File: config.mk
export PLATFORM = sky130hd
export DESIGN_NAME = mix_col_enc_seq_flat
export DESIGN_NICKNAME = d
export VERILOG_FILES = /design/src/rtl/mix_col_enc_seq_if.sv /design/src/rtl/mix_col_enc_seq.sv /design/src/flat_wrapper.sv
export SDC_FILE = /design/constraint.sdc
export NUM_CORES = 1
export LEC_CHECK = 0
export ABC_AREA = 1
export CORE_MARGIN = 2
export CORE_UTILIZATION = 53
export DETAILED_ROUTE_END_ITERATION = 7
export GPL_TIMING_DRIVEN = 0
export PLACE_DENSITY_LB_ADDON = 0.12
export SLEW_MARGIN = 20
export SYNTH_ARGS = -nofsm -noshare
export SYNTH_HDL_FRONTEND = slang
export SYNTH_SLANG_ARGS = --single-unit
File: constraint.sdc
create_clock -name Clk -period 6.25 [get_ports Clk]
set_clock_uncertainty 0.2 [all_clocks]
set_input_delay 1.25 -clock Clk [delete_from_list [all_inputs] [get_ports Clk]]
set_output_delay 1.25 -clock Clk [all_outputs]
set_load 0.02 [all_outputs]
File: src/rtl/mix_col_enc_seq_if.sv
// Handshake bundle for the forward MixColumns engine: input state channel plus result channel.
interface mix_col_enc_seq_if;
  logic         InValid;
  logic         InReady;
  logic [127:0] DataIn;
  logic         Bypass;
  logic         OutValid;
  logic         OutReady;
  logic [127:0] DataOut;

  modport slave (
    input  InValid, DataIn, Bypass, OutReady,
    output InReady, OutValid, DataOut
  );

  modport master (
    output InValid, DataIn, Bypass, OutReady,
    input  InReady, OutValid, DataOut
  );
endinterface

File: src/rtl/mix_col_enc_seq.sv
// Iterative AES-128 forward MixColumns, COLS_PER_CYCLE columns per clock, result held until taken.
// state | meaning:  IDLE = ready for a state | BUSY = columns in flight | DONE = result offered
module mix_col_enc_seq #(
  parameter int COLS_PER_CYCLE = 1
) (
  input logic              Clk,
  input logic              Rst,
  mix_col_enc_seq_if.slave bus
);

  if (!(COLS_PER_CYCLE == 1 || COLS_PER_CYCLE == 2 || COLS_PER_CYCLE == 4)) begin : g_bad_cols
    $error("mix_col_enc_seq: COLS_PER_CYCLE must be 1, 2 or 4");
  end

  localparam logic [2:0] STEP     = 3'(COLS_PER_CYCLE);
  localparam logic [2:0] NUM_COLS = 3'd4;

  typedef enum logic [1:0] {
    S_IDLE,
    S_BUSY,
    S_DONE
  } state_t;

  state_t      r_state;
  state_t      w_state_nxt;
  logic [2:0]  r_col;
  logic        r_bypass;
  logic [31:0] r_src [4];
  logic [31:0] r_res [4];

  logic        w_in_ready;
  logic        w_out_valid;
  logic        w_accept;
  logic [2:0]  w_col_nxt;
  logic [1:0]  w_idx     [COLS_PER_CYCLE];
  logic [31:0] w_col_out [COLS_PER_CYCLE];

  function automatic logic [7:0] xtime(input logic [7:0] x);
    return {x[6:0], 1'b0} ^ (x[7] ? 8'h1b : 8'h00);
  endfunction

  function automatic logic [31:0] mix_col(input logic [31:0] c);
    logic [7:0] a0, a1, a2, a3;
    logic [7:0] x0, x1, x2, x3;
    a0 = c[31:24];
    a1 = c[23:16];
    a2 = c[15:8];
    a3 = c[7:0];
    x0 = xtime(a0);
    x1 = xtime(a1);
    x2 = xtime(a2);
    x3 = xtime(a3);
    return {x0 ^ x1 ^ a1 ^ a2 ^ a3,
            a0 ^ x1 ^ x2 ^ a2 ^ a3,
            a0 ^ a1 ^ x2 ^ x3 ^ a3,
            x0 ^ a0 ^ a1 ^ a2 ^ x3};
  endfunction

  // One transform lane per column handled this cycle; lanes pick consecutive columns from r_col.
  for (genvar k = 0; k < COLS_PER_CYCLE; k++) begin : g_lane
    assign w_idx[k]     = r_col[1:0] + 2'(k);
    assign w_col_out[k] = r_bypass ? r_src[w_idx[k]] : mix_col(r_src[w_idx[k]]);
  end

  assign w_col_nxt = r_col + STEP;
  assign w_accept  = bus.InValid & w_in_ready;

  always_comb begin
    w_state_nxt = r_state;
    w_in_ready  = 1'b0;
    w_out_valid = 1'b0;
    case (r_state)
      S_IDLE: begin
        w_in_ready = 1'b1;
        if (bus.InValid) w_state_nxt = S_BUSY;
      end
      S_BUSY: begin
        if (w_col_nxt == NUM_COLS) w_state_nxt = S_DONE;
      end
      S_DONE: begin
        w_out_valid = 1'b1;
        w_in_ready  = bus.OutReady;
        if (bus.OutReady) w_state_nxt = bus.InValid ? S_BUSY : S_IDLE;
      end
      default: w_state_nxt = S_IDLE;
    endcase
  end

  always_ff @(posedge Clk) begin
    if (Rst) begin
      r_state  <= S_IDLE;
      r_col    <= '0;
      r_bypass <= 1'b0;
      for (int c = 0; c < 4; c++) begin
        r_src[c] <= '0;
        r_res[c] <= '0;
      end
    end else begin
      r_state <= w_state_nxt;
      if (w_accept) begin
        r_col    <= '0;
        r_bypass <= bus.Bypass;
        for (int c = 0; c < 4; c++) r_src[c] <= bus.DataIn[127 - 32*c -: 32];
      end else if (r_state == S_BUSY) begin
        r_col <= w_col_nxt;
        for (int k = 0; k < COLS_PER_CYCLE; k++) r_res[w_idx[k]] <= w_col_out[k];
      end
    end
  end

  assign bus.InReady  = w_in_ready;
  assign bus.OutValid = w_out_valid;
  assign bus.DataOut  = {r_res[0], r_res[1], r_res[2], r_res[3]};

endmodule

File: src/flat_wrapper.sv
// flat-port wrapper written by rule: the top's interface ports become plain ports
module mix_col_enc_seq_flat 
#(
  parameter int COLS_PER_CYCLE = 1
)
  (Clk, Rst, bus_InValid, bus_DataIn, bus_Bypass, bus_OutReady, bus_InReady, bus_OutValid, bus_DataOut);
  mix_col_enc_seq_if bus_i ();
  input logic Clk;
  input logic Rst;
  input wire logic [$bits(bus_i.InValid)-1:0] bus_InValid;
  input wire logic [$bits(bus_i.DataIn)-1:0] bus_DataIn;
  input wire logic [$bits(bus_i.Bypass)-1:0] bus_Bypass;
  input wire logic [$bits(bus_i.OutReady)-1:0] bus_OutReady;
  output wire logic [$bits(bus_i.InReady)-1:0] bus_InReady;
  output wire logic [$bits(bus_i.OutValid)-1:0] bus_OutValid;
  output wire logic [$bits(bus_i.DataOut)-1:0] bus_DataOut;
  assign bus_i.InValid = bus_InValid;
  assign bus_i.DataIn = bus_DataIn;
  assign bus_i.Bypass = bus_Bypass;
  assign bus_i.OutReady = bus_OutReady;
  assign bus_InReady = bus_i.InReady;
  assign bus_OutValid = bus_i.OutValid;
  assign bus_DataOut = bus_i.DataOut;
  mix_col_enc_seq #(.COLS_PER_CYCLE(COLS_PER_CYCLE)) u_core (.Clk(Clk), .Rst(Rst), .bus(bus_i));
endmodule
==> impl_metrics.ini, run 1 <==
[status]
status = finished, final reports clean

[global_route]
grt_usage_pct = 28.2
antenna_found_initial = 0
grt_max_degree = 54
grt_first_pass_wirelength_microns = 57500
grt_pass1_vias = 10700
grt.overflow.total = 0

[timing]
max_freq_ghz = 0.247
relSlewSlack_pct = 43.0
maxSlewViolCount = 0
hold_viol_final = 0
finalSetupViolCount = 0
worst_slew_pin_slew_ps = 856
rsz0062_at_grt = false
final.period_utilization_pct = 64.7
layout_min_cycle_time_ps = 4040

[flow_run]
maxCapViolCount = 0

[pwr]
p_leak_nw = 8.16
ir_drop_uv = 229
p_per_area_nw_per_um2 = 267

[setup_path]
rr_worst_depth = 9
crit_required_ps = 4800
cp.arrival_ps = 2590
worstSetupStartpointType = input pin
endpoint_kind = output port
r2r_start = u_core.r_state[0]
r2r-end = u_core.r_res[1][7]
crit_path_max_fanout = 3
critPathKind = input pin to output port
regToRegSetupSlack_ps = 3220

[min_path]
hold_depth = 2
hold_end = u_core.r_col[2]
hp-class = flip-flop to flip-flop
hp-start = u_core.r_col[2]

[finish]
final_common_cell = nand2_1
utilization_pct = 69.6
final_cell_mix = nand2_1, clkdlybuf4s50_1, edfxtp_1
nets = 2041
final_cell_count_no_fill = 2255
layout.area.seq_sq_um = 7850
drive_gt1_share_pct = 5.97
syn_to_final_growth_pct = 29.7
num_antenna_cells = 0
fillCellCount = 1963
multi_input_area_sq_um = 4440

[floorplanning]
chipHeight_microns = 163
core_region_area_sq_um = 25000
dieArea_sq_um = 26600
ios = 263
start_util_pct = 53.7
rows = 58
chipWidth_microns = 163

[clock_tree]
ctsResizeCount = 0
htreeDepth = 1
cts_buffer_depth = 3
cts_inserted_buffers = 26
cts_setup_buffers = 0
cts_num_sinks = 264
insertion_delay_ps = 550
cts_tree = built
clkTransAtPathRegs_ps = 60
holdBufCountCts = 0
clockRootBuffer = clkbuf_16

[placed_design]
port_buffers = 262
dp_hpwl_microns = 27400
dp_cells = 2208
gp_congestion = 0.920

[drt]
drt_first_pass_iters = 8
first_iter_violations = 1148
num_vias = 11600
via_per_inst = 5.14
wl_microns = 37500
drc = 0
wl_per_cell_microns = 16.6
ant_nets = 0

[logic_synthesis]
yosysSeqAreaShare_pct = 58.4
synthesis.nets = 1748
ys_types = 24
synth_area_sq_um = 13400
netlist_instances = 1613
synth.avg_cell_area_sq_um = 8.33
yosysWarnings = 0
ys_seq_elements = 264
==> how the worst max path moves through the flow <==
stage	startpoint	to	slack, ps	cells after the start
5_1_grt	bus_OutReady	bus_InReady	2130	4
4_1_cts	bus_OutReady	bus_InReady	2190	4
6_report	bus_OutReady	bus_InReady	2210	4
2_1_floorplan	bus_OutReady	u_core.r_src[0][0]	940	4
3_3_place_gp	Rst	u_core.r_src[2][27]	-360	3
3_5_place_dp	Rst	u_core.r_res[1][28]	2120	7
==> critical path, stage by stage <==
cell and delay (ps):
clkdlybuf4s50_1 460, inv_1 50, a21oi_1 200, clkdlybuf4s50_1 640
==> flip-flops by register name, summed over array words and instances, names as in the netlist, named ones only <==
name and cells:
u_core.r_bypass 1, u_core.r_col 3, u_core.r_res 128, u_core.r_src 128, u_core.r_state 2
==> cells in the mapped netlist (all sizes together) <==
| master | count | area (sq um) |
|---|---|---|
| nor2 | 234 | 881 |
| edfxtp | 256 | 7690 |
| nand3b | 1 | 7.51 |
| o22ai | 1 | 6.26 |
| inv | 210 | 793 |
| o21ai | 2 | 10.0 |
| xor2 | 2 | 17.5 |
| nand2 | 629 | 2420 |
| xnor2 | 5 | 51.3 |
| ha | 2 | 25.0 |
| clkbuf | 29 | 109 |
| nand3 | 161 | 811 |
| buf | 34 | 264 |
| dfxtp | 8 | 160 |
| a21oi | 39 | 195 |
==> area by class of cell <==
cell class / count / area share, %
Clock inverter: 12 / 0.667
Buffer: 63 / 2.14
Inverter: 210 / 4.55
Multi-Input combinational cell: 1076 / 25.5
Tap cell: 330 / 2.37
Clock buffer: 35 / 4.34
Sequential cell: 264 / 45.0
Timing Repair Buffer: 265 / 15.4
==> metal layers <==
metal	up-vias	wire, microns	global-route usage (%)
li1	5662	-	-
met1	5238	15200	36.6
met2	587	17800	47.7
met3	94	3130	3.81
met4	0	1330	11.8
met5	-	0	0
==> kinds of logic after synthesis <==
logic type      Yosys count  share of synthesized area [%]
flops                   264                           58.4
compound gates           42                           1.57
fa+ha+maj                 2                          0.186
buf+inv                 273                           8.68
simple gates           1025                           30.7
xor+xnor                  7                          0.512
==> where the power goes <==
part           internal, mW  switching (mW)  leakage (nW)
Combinational         0.349           0.606          4.95
Sequential             2.07          0.0355          2.78
Clock                 0.932           0.658         0.434
Total                  3.35            1.30          8.16
==> metrics by stage <==
step           cell area (sq um)  setup TNS, ps  power [mW]  setup slack [ps]  hold WS, ps
2_1_floorplan              13400              0        2.72               939          257
3_3_place_gp               16500         -45400        3.07              -360          269
3_5_place_dp               16600              0        3.08              2120          280
4_1_cts                    17400              0        4.65              2190          288
5_1_grt                    17400              0        4.83              2130          318
6_report                   17400              0        4.65              2210          285
(Power assumes the default switching activity.)
==> run 2, diff against run 1 <==
==> constraint.sdc (replaced) <==
create_clock -name Clk -period 4 [get_ports Clk]
set_clock_uncertainty 0.2 [all_clocks]
set_input_delay 0.8 -clock Clk [delete_from_list [all_inputs] [get_ports Clk]]
set_output_delay 0.8 -clock Clk [all_outputs]
set_load 0.02 [all_outputs]
==> impl_metrics.ini, run 2 (synthesis gave the netlist of run 1 again) <==
[pwr]
ir_drop_uv = 348
power.total_mw = 7.45
p_per_area_nw_per_um2 = 425
p_leak_nw = 8.19

[setup_path]
crit_path_max_fanout = 3
cp_cell_sequence = clkdlybuf4s50_1, inv_1, a21oi_1, clkdlybuf4s50_1
crit_top_cell = clkdlybuf4s50_1
slowest_delay_ps = 640
regToRegSetupSlack_ps = 1030
endpoint_kind = output port
critPathTopFamily = buffers and inverters
r2r-end = u_core.r_res[0][29]
crit_slowest_cell = clkdlybuf4s50_1
crit_required_ps = 3000
cp.arrival_ps = 2150
cp_num_buf_inv = 3
critPathKind = input pin to output port
worstSetupStartpointType = input pin
rr_worst_depth = 9
r2r_start = u_core.r_state[0]

[floorplanning]
chipHeight_microns = 163
chipWidth_microns = 163
rows = 58
core_region_area_sq_um = 25000
dieArea_sq_um = 26600
ios = 263
start_util_pct = 53.7

[drt]
wl_per_cell_microns = 16.5
via_per_inst = 5.10
drt_first_pass_iters = 8
drc = 0
first_iter_violations = 956
ant_nets = 0
wl_microns = 37200
num_vias = 11500

[finish]
final_common_cell = nand2_1
num_antenna_cells = 0
reg_top3 = u_core.r_res: 128 flops, u_core.r_src: 128 flops, u_core.r_col: 3 flops
fillCellCount = 2030
nets = 2043
final_cell_mix = nand2_1, clkdlybuf4s50_1, edfxtp_1
syn_to_final_growth_pct = 30.5
utilization_pct = 70.0
drive_gt1_share_pct = 5.86

[timing]
whs_ps = 288
maxSlewViolCount = 0
rsz0062_at_grt = false
max_freq_ghz = 0.318
setup_tns_ps = 0
layout_min_cycle_time_ps = 3150
finalSetupViolCount = 0
final.period_utilization_pct = 78.7
hold_viol_final = 0
worst_slew_pin_slew_ps = 917
relSlewSlack_pct = 38.8

[global_route]
gr-max-usage-layer = met2
grt_first_pass_wirelength_microns = 57000
grt.overflow.total = 0
met1_usage_pct = 36.6
gr-usage-met2_pct = 47.5
grtUsageMet3_pct = 3.73
antenna_found_initial = 0
grt_pass1_vias = 10700
grt_usage_pct = 27.9
grt_max_degree = 97

[clock_tree]
insertion_delay_ps = 550
ctsResizeCount = 0
cts_inserted_buffers = 27
clockRootBuffer = clkbuf_16
cts_setup_buffers = 0
cts_num_sinks = 264
clkTransAtPathRegs_ps = 60
htreeDepth = 1
cts_tree = built
holdBufCountCts = 0
cts_buffer_depth = 3

[placed_design]
gp_congestion = 0.918
port_buffers = 262
dp_hpwl_microns = 27400

[min_path]
hp-class = flip-flop to flip-flop
hold_end = u_core.r_col[2]
hp-start = u_core.r_col[2]
hold_depth = 2

[flow_run]
maxCapViolCount = 0

[status]
status = finished, final reports clean
-- run 2: changes by cell type in the layout (fill, tap and decap cells not counted), sizes merged --
| cell | change |
|---|---|
| clkbuf | -4 |
| clkinv | +2 |
| bufinv | +4 |
| buf | +1 |
-- run 2: how the worst max path moves through the flow --
stage,slack (ps),depth (start not counted),start,to
2_1_floorplan,350,4,bus_OutReady,u_core.r_src[0][0]
3_3_place_gp,-430,5,bus_OutReady,u_core.r_src[2][27]
3_5_place_dp,380,8,Rst,u_core.r_res[1][28]
4_1_cts,850,4,bus_OutReady,bus_InReady
5_1_grt,790,8,Rst,u_core.r_res[1][28]
6_report,850,4,bus_OutReady,bus_InReady
-- run 2: power by group --
part | internal [mW] | switching, mW
sequential | 3.23 | 0.0549
combinational | 0.548 | 0.948
clock | 1.63 | 1.05
-- run 2: layer usage --
metal	part of all wire [%]	vias up	wire length, microns
met3	7.4	88	2740
met2	47	542	17600
met5	0	-	0
li1	-	5672	-
met4	3.7	0	1380
met1	42	5212	15500
-- run 2: worst min-delay path: stages (launching register included) --
cell and delay, ps:
dfxtp_1 320, nand2_1 60, a21oi_1 60
-- run 2: cell type report --
type / count / area, sq um / area share [%]
timing repair buffer: 266 / 2720 / 15.5
inverter: 210 / 793 / 4.52
multi-input combinational: 1076 / 4450 / 25.4
sequential: 264 / 7850 / 44.8
clock buffer: 31 / 691 / 3.94
buffer: 63 / 373 / 2.13
clock inverter: 18 / 246 / 1.41
tap: 330 / 413 / 2.35
-- run 2: stage by stage --
step	setup WS (ps)	cell area [sq um]	instances
after floorplan	346	13400	1613
after global placement	-432	16500	2205
after detailed placement	382	16600	2209
after CTS	848	17500	2258
after global routing	786	17500	2258
final	853	17500	2258
==> run 3, diff against run 2 <==
--- a/config.mk
+++ b/config.mk
@@ -7,7 +7,7 @@
 export LEC_CHECK = 0
 export ABC_AREA = 1
 export CORE_MARGIN = 2
-export CORE_UTILIZATION = 53
+export CORE_UTILIZATION = 47
 export DETAILED_ROUTE_END_ITERATION = 7
 export GPL_TIMING_DRIVEN = 0
 export PLACE_DENSITY_LB_ADDON = 0.12
==> constraint.sdc (replaced) <==
create_clock -name Clk -period 2.61 [get_ports Clk]
set_clock_uncertainty 0.2 [all_clocks]
set_input_delay 0.522 -clock Clk [delete_from_list [all_inputs] [get_ports Clk]]
set_output_delay 0.522 -clock Clk [all_outputs]
set_load 0.02 [all_outputs]
==> impl_metrics.ini, run 3 (synthesis gave the netlist of run 1 again) <==
[status]
status = finished, final reports clean

[finish]
nets = 2043
final_cell_area_sq_um = 17600
final_common_cell = nand2_1
final_cell_mix = nand2_1, clkdlybuf4s50_1, edfxtp_1
num_antenna_cells = 0
syn_to_final_growth_pct = 30.8
drive_gt1_share_pct = 7.48
utilization_pct = 62.9
reg_top3 = u_core.r_res: 128 flops, u_core.r_src: 128 flops, u_core.r_col: 3 flops

[floorplanning]
core_region_area_sq_um = 27900
ios = 263
start_util_pct = 48.1
chipWidth_microns = 173
dieArea_sq_um = 30000
chipHeight_microns = 173
rows = 61

[setup_path]
crit_path_max_fanout = 10
worstSetupStartpointType = flip-flop
critPathTopFamily = simple AND/OR/NAND/NOR gates
cp_num_buf_inv = 4
crit_top_cell = nand2_1
cp.arrival_ps = 2540
cp.depth = 13
critPathKind = flip-flop to flip-flop
crit_slowest_cell = dfxtp_1
rr_worst_depth = 13
slowest_delay_ps = 320
crit_required_ps = 2680
cp_cell_sequence = buf_6, buf_4, nand2_1, nand3_1, nand2_1, inv_1, nand2_1, nand2_1, inv_1, nand3_1, nand3_1, nand2_1, nor2_1
endpoint_kind = flip-flop

[min_path]
hp-class = flip-flop to flip-flop
hold_depth = 2

[pwr]
p_leak_nw = 8.19
p_per_area_nw_per_um2 = 630
ir_drop_uv = 387
power.total_mw = 11.1

[drt]
first_iter_violations = 876
num_vias = 11400
ant_nets = 0
drc = 0
wl_microns = 37800
drt_first_pass_iters = 5
wl_per_cell_microns = 16.4
via_per_inst = 4.93

[global_route]
antenna_found_initial = 0
grt.overflow.total = 0
grt_usage_pct = 24.7
grt_pass1_vias = 10700
grt_first_pass_wirelength_microns = 58200
grt_max_degree = 134

[timing]
maxSlewViolCount = 0
final.period_utilization_pct = 94.6
worst_slew_pin_slew_ps = 989
max_freq_ghz = 0.405
rsz0062_at_grt = false
whs_ps = 281
setup_tns_ps = 0
hold_viol_final = 0
layout_min_cycle_time_ps = 2470
finalSetupViolCount = 0
relSlewSlack_pct = 34.1

[clock_tree]
cts_num_sinks = 264
cts_inserted_buffers = 27
clkTransAtPathRegs_ps = 60
htreeDepth = 1
cts_tree = built
cts_buffer_depth = 3
insertion_delay_ps = 540
clockRootBuffer = clkbuf_16

[placed_design]
placed_area_sq_um = 16600
gp_congestion = 0.864
port_buffers = 262
dp_hpwl_microns = 27700

[flow_run]
maxCapViolCount = 0
## run 3: cell types whose count changed in the layout (fill, tap and decap cells not counted), sizes merged
cell           previous run  this run
clkbuf                   60        64
buf                      38        35
bufinv                    6         3
inv                     212       209
clkdlybuf4s50           262       261
clkinvlp                  1         2
dlymetal6s2s              0         1
nand2                   629       630
## run 3: report_power, final
group | total (mW) | switching [mW] | internal [mW]
logic | 2.32 | 1.48 | 0.844
registers | 5.03 | 0.0784 | 4.95
clock network | 3.73 | 1.55 | 2.18
total | 11.1 | 3.10 | 7.97
## run 3: timing repair
item / in CTS / in global routing
hold buffers: 0 / 0
endpoints found under the setup margin: 108 / 181
resized for setup: 14 / 40
gates cloned: 0 / 1
pin swaps: 0 / 2
buffers inserted: 0 / 1
## run 3: final cells by class
type / count / area, sq um
plain buffers: 63 / 404
multi-input cells: 1077 / 4540
well taps: 378 / 473
inverters: 210 / 797
repair buffers: 265 / 2680
clock inverters: 13 / 140
fillers: 2400 / 10400
clock buffers: 33 / 698
flip-flops and latches: 264 / 7850
## run 3: path summary, 6_finish.rpt
check,startpoint,endpoint,slack (ps)
setup / recovery,flip-flop,u_core.r_res[1][6],140
hold / removal,u_core.r_col[2],u_core.r_col[2],280
setup reg to reg,flip-flop,u_core.r_res[1][6],140
hold reg to reg,u_core.r_col[2],u_core.r_col[2],280
## run 3: routing by layer
| metal | track usage [%] | up-vias | share of wire [%] |
|---|---|---|---|
| met5 | 0 | - | 0 |
| met4 | 8.65 | 0 | 3.3 |
| met3 | 4.66 | 78 | 8.3 |
| met2 | 40.7 | 515 | 46 |
| met1 | 32.9 | 5093 | 42 |
| li1 | - | 5677 | - |
## run 3: tightest hold or removal path: cells and delay by family, from the launching register on
family | cells | cell delay [ps]
flip-flops | 1 | 320
AND/OR/NAND/NOR | 1 | 60
AO/OA/AOI/OAI | 1 | 60
## run 3: stage by stage
| stage | worst slack, ps | instances |
|---|---|---|
| after CTS | -136 | 2301 |
| after detailed placement | -789 | 2255 |
| after global routing | 6.83 | 2303 |
| final | 142 | 2303 |
| after global placement | -1100 | 2253 |
| after floorplan | 111 | 1613 |
==> RTL edit (config.mk and constraints of run 1) <==
Encoding of `state_t`: now one-hot (3 bits for 3 states).
--- a/src/rtl/mix_col_enc_seq.sv
+++ b/src/rtl/mix_col_enc_seq.sv
@@ -16,8 +16,8 @@
   localparam logic [2:0] NUM_COLS = 3'd4;
 
-  typedef enum logic [1:0] {
-    S_IDLE,
-    S_BUSY,
-    S_DONE
+  typedef enum logic [2:0] {
+    S_IDLE = 3'b001,
+    S_BUSY = 3'b010,
+    S_DONE = 3'b100
   } state_t;
 
Check against the original RTL: no difference found for any inputs over 4 cycles, from zero or initial values and one cycle with Rst high; so few cycles prove little.
==> RTL edit against run 1 <==
Wire length fell by 7.1%; synthesized area fell by 3.0%; worst hold slack improved by 0.049 ns; largest cell class unchanged; cell area fell by 2.4%; sequential cell count rose by 1; worst setup slack improved by 0.052 ns; total power rose by 9.9%; die area fell by 3.0%; highest routed layer unchanged; clock power fell by 6%; global-route usage fell by 1.2 points.
==> RTL edit: results (changes against run 1) <==
## Status
* result of the run: completed, unchanged

## Routing
* detailed route wirelength on metal3: 2510 µm, was 3130 µm
* number of DRC markers after the initial detailed-route iteration: 896, was 1148
* Routed wire per std cell: 16.6 µm, about the same
* DR WL met2: 17300 µm, was 17800 µm
* number of optimization iterations in the first detailed-route pass: 5, was 8
* routed metal-1 wire length: 14400 µm, was 15200 µm

## Place
* DP HPWL: 25700 µm, was 27400 µm
* last weighted congestion value of the routability-driven placer: 0.897, was 0.920

## Setup path
* startpoint of the worst-slack reg-to-reg timing path: u_core.r_state[2], was u_core.r_state[0]
* slack of the worst reg-to-reg path: 2.78 ns, was 3.22 ns
* depth of the most critical reg-to-reg path: 8, was 9

## Power and ir drop
* peak supply drop: 192 µV, was 229 µV

## Global routing
* GR met1 Demand/Resource: 0.358, was 0.366
* global routing usage on met2: 0.477, about the same
* number of global-route vias before repair: 10.1k, was 10.7k
* Global Route met3 Usage: 0.0336, was 0.0381
* overall track demand over capacity in global routing: 0.270, was 0.282
* global-route wire length before repair: 54400 µm, was 57500 µm
* maximum number of pins on one net before global-route repair: 57, was 54

## Synthesis
* leading cell types by count after synthesis: sky130_fd_sc_hd__nand2_1, sky130_fd_sc_hd__edfxtp_1, sky130_fd_sc_hd__nor2_1, unchanged
* share of the yosys chip area belonging to registers: 0.604, was 0.584
* distinct cell type count of the synthesized netlist: 32, was 24
* total nets after synthesis: 1598, was 1748
* share of synthesized registers carrying an async set or reset: 0, unchanged
* largest cells by area after synthesis: sky130_fd_sc_hd__edfxtp_1, sky130_fd_sc_hd__nand2_1, sky130_fd_sc_hd__nor2_1, sky130_fd_sc_hd__nand3_1, sky130_fd_sc_hd__inv_1, unchanged

## Clock tree
* Clk Latency, worst-skew pair: 0.53 ns, was 0.55 ns

## Timing
* Worst slew margin: 0.447, was 0.430

## Min path
* hold_sp: u_core.r_col[2], unchanged
* end point of the worst hold path: u_core.r_col[2], unchanged

## Final layout
* FILL cells: 1885, was 1963
* layout net count: 1895, was 2041
* Top Registers: u_core.r_res (128), u_core.r_src (128), was u_core.r_res (128), u_core.r_src (128), u_core.r_col (3)
* fraction of layout instances using a drive strength above 1: 0.0793, was 0.0597

[RTL edit: critical path: stages]
cell and delay, ns:
sky130_fd_sc_hd__clkdlybuf4s50_1 0.49, sky130_fd_sc_hd__nand2_1 0.06, sky130_fd_sc_hd__nand2_1 0.12, sky130_fd_sc_hd__clkdlybuf4s50_1 0.62
[RTL edit: where the power goes]
group	internal, µW	switching (µW)	leakage [µW]	total [µW]
Combinational	489	884	0.00452	1370
Clock	870	634	0.000401	1500
Sequential	2180	53.3	0.00277	2230
[RTL edit: per-stage QoR]
step | setup TNS, ns | instance area [µm²] | worst slack, ns | hold WS [ns] | instances
floorplan | 0 | 13000 | 1.12 | 0.291 | 1463
global placement | -69.28 | 16100 | -0.675 | 0.299 | 2049
detailed placement | 0 | 16200 | 1.73 | 0.315 | 2055
CTS | 0 | 17000 | 2.25 | 0.329 | 2102
global route | 0 | 17000 | 2.07 | 0.358 | 2102
finish | 0 | 17000 | 2.26 | 0.333 | 2102
[RTL edit: area by class of cell]
cell class | count | area share
plain buffers | 54 | 0.0178
clock buffers | 33 | 0.0410
clock inverters | 14 | 0.00684
inverters | 228 | 0.0504
multi-input cells | 916 | 0.237
flip-flops and latches | 265 | 0.462
well taps | 324 | 0.0238
repair buffers | 268 | 0.161
[RTL edit: kinds of logic after synthesis]
| group | after synthesis | synth area share |
|---|---|---|
| AND/OR/NAND/NOR | 847 | 0.268 |
| adder cells (fa/ha/maj) | 2 | 0.00192 |
| flip-flops | 265 | 0.604 |
| buffers and inverters | 282 | 0.0891 |
| XOR/XNOR | 22 | 0.0182 |
| AO/OA/AOI/OAI | 45 | 0.0188 |
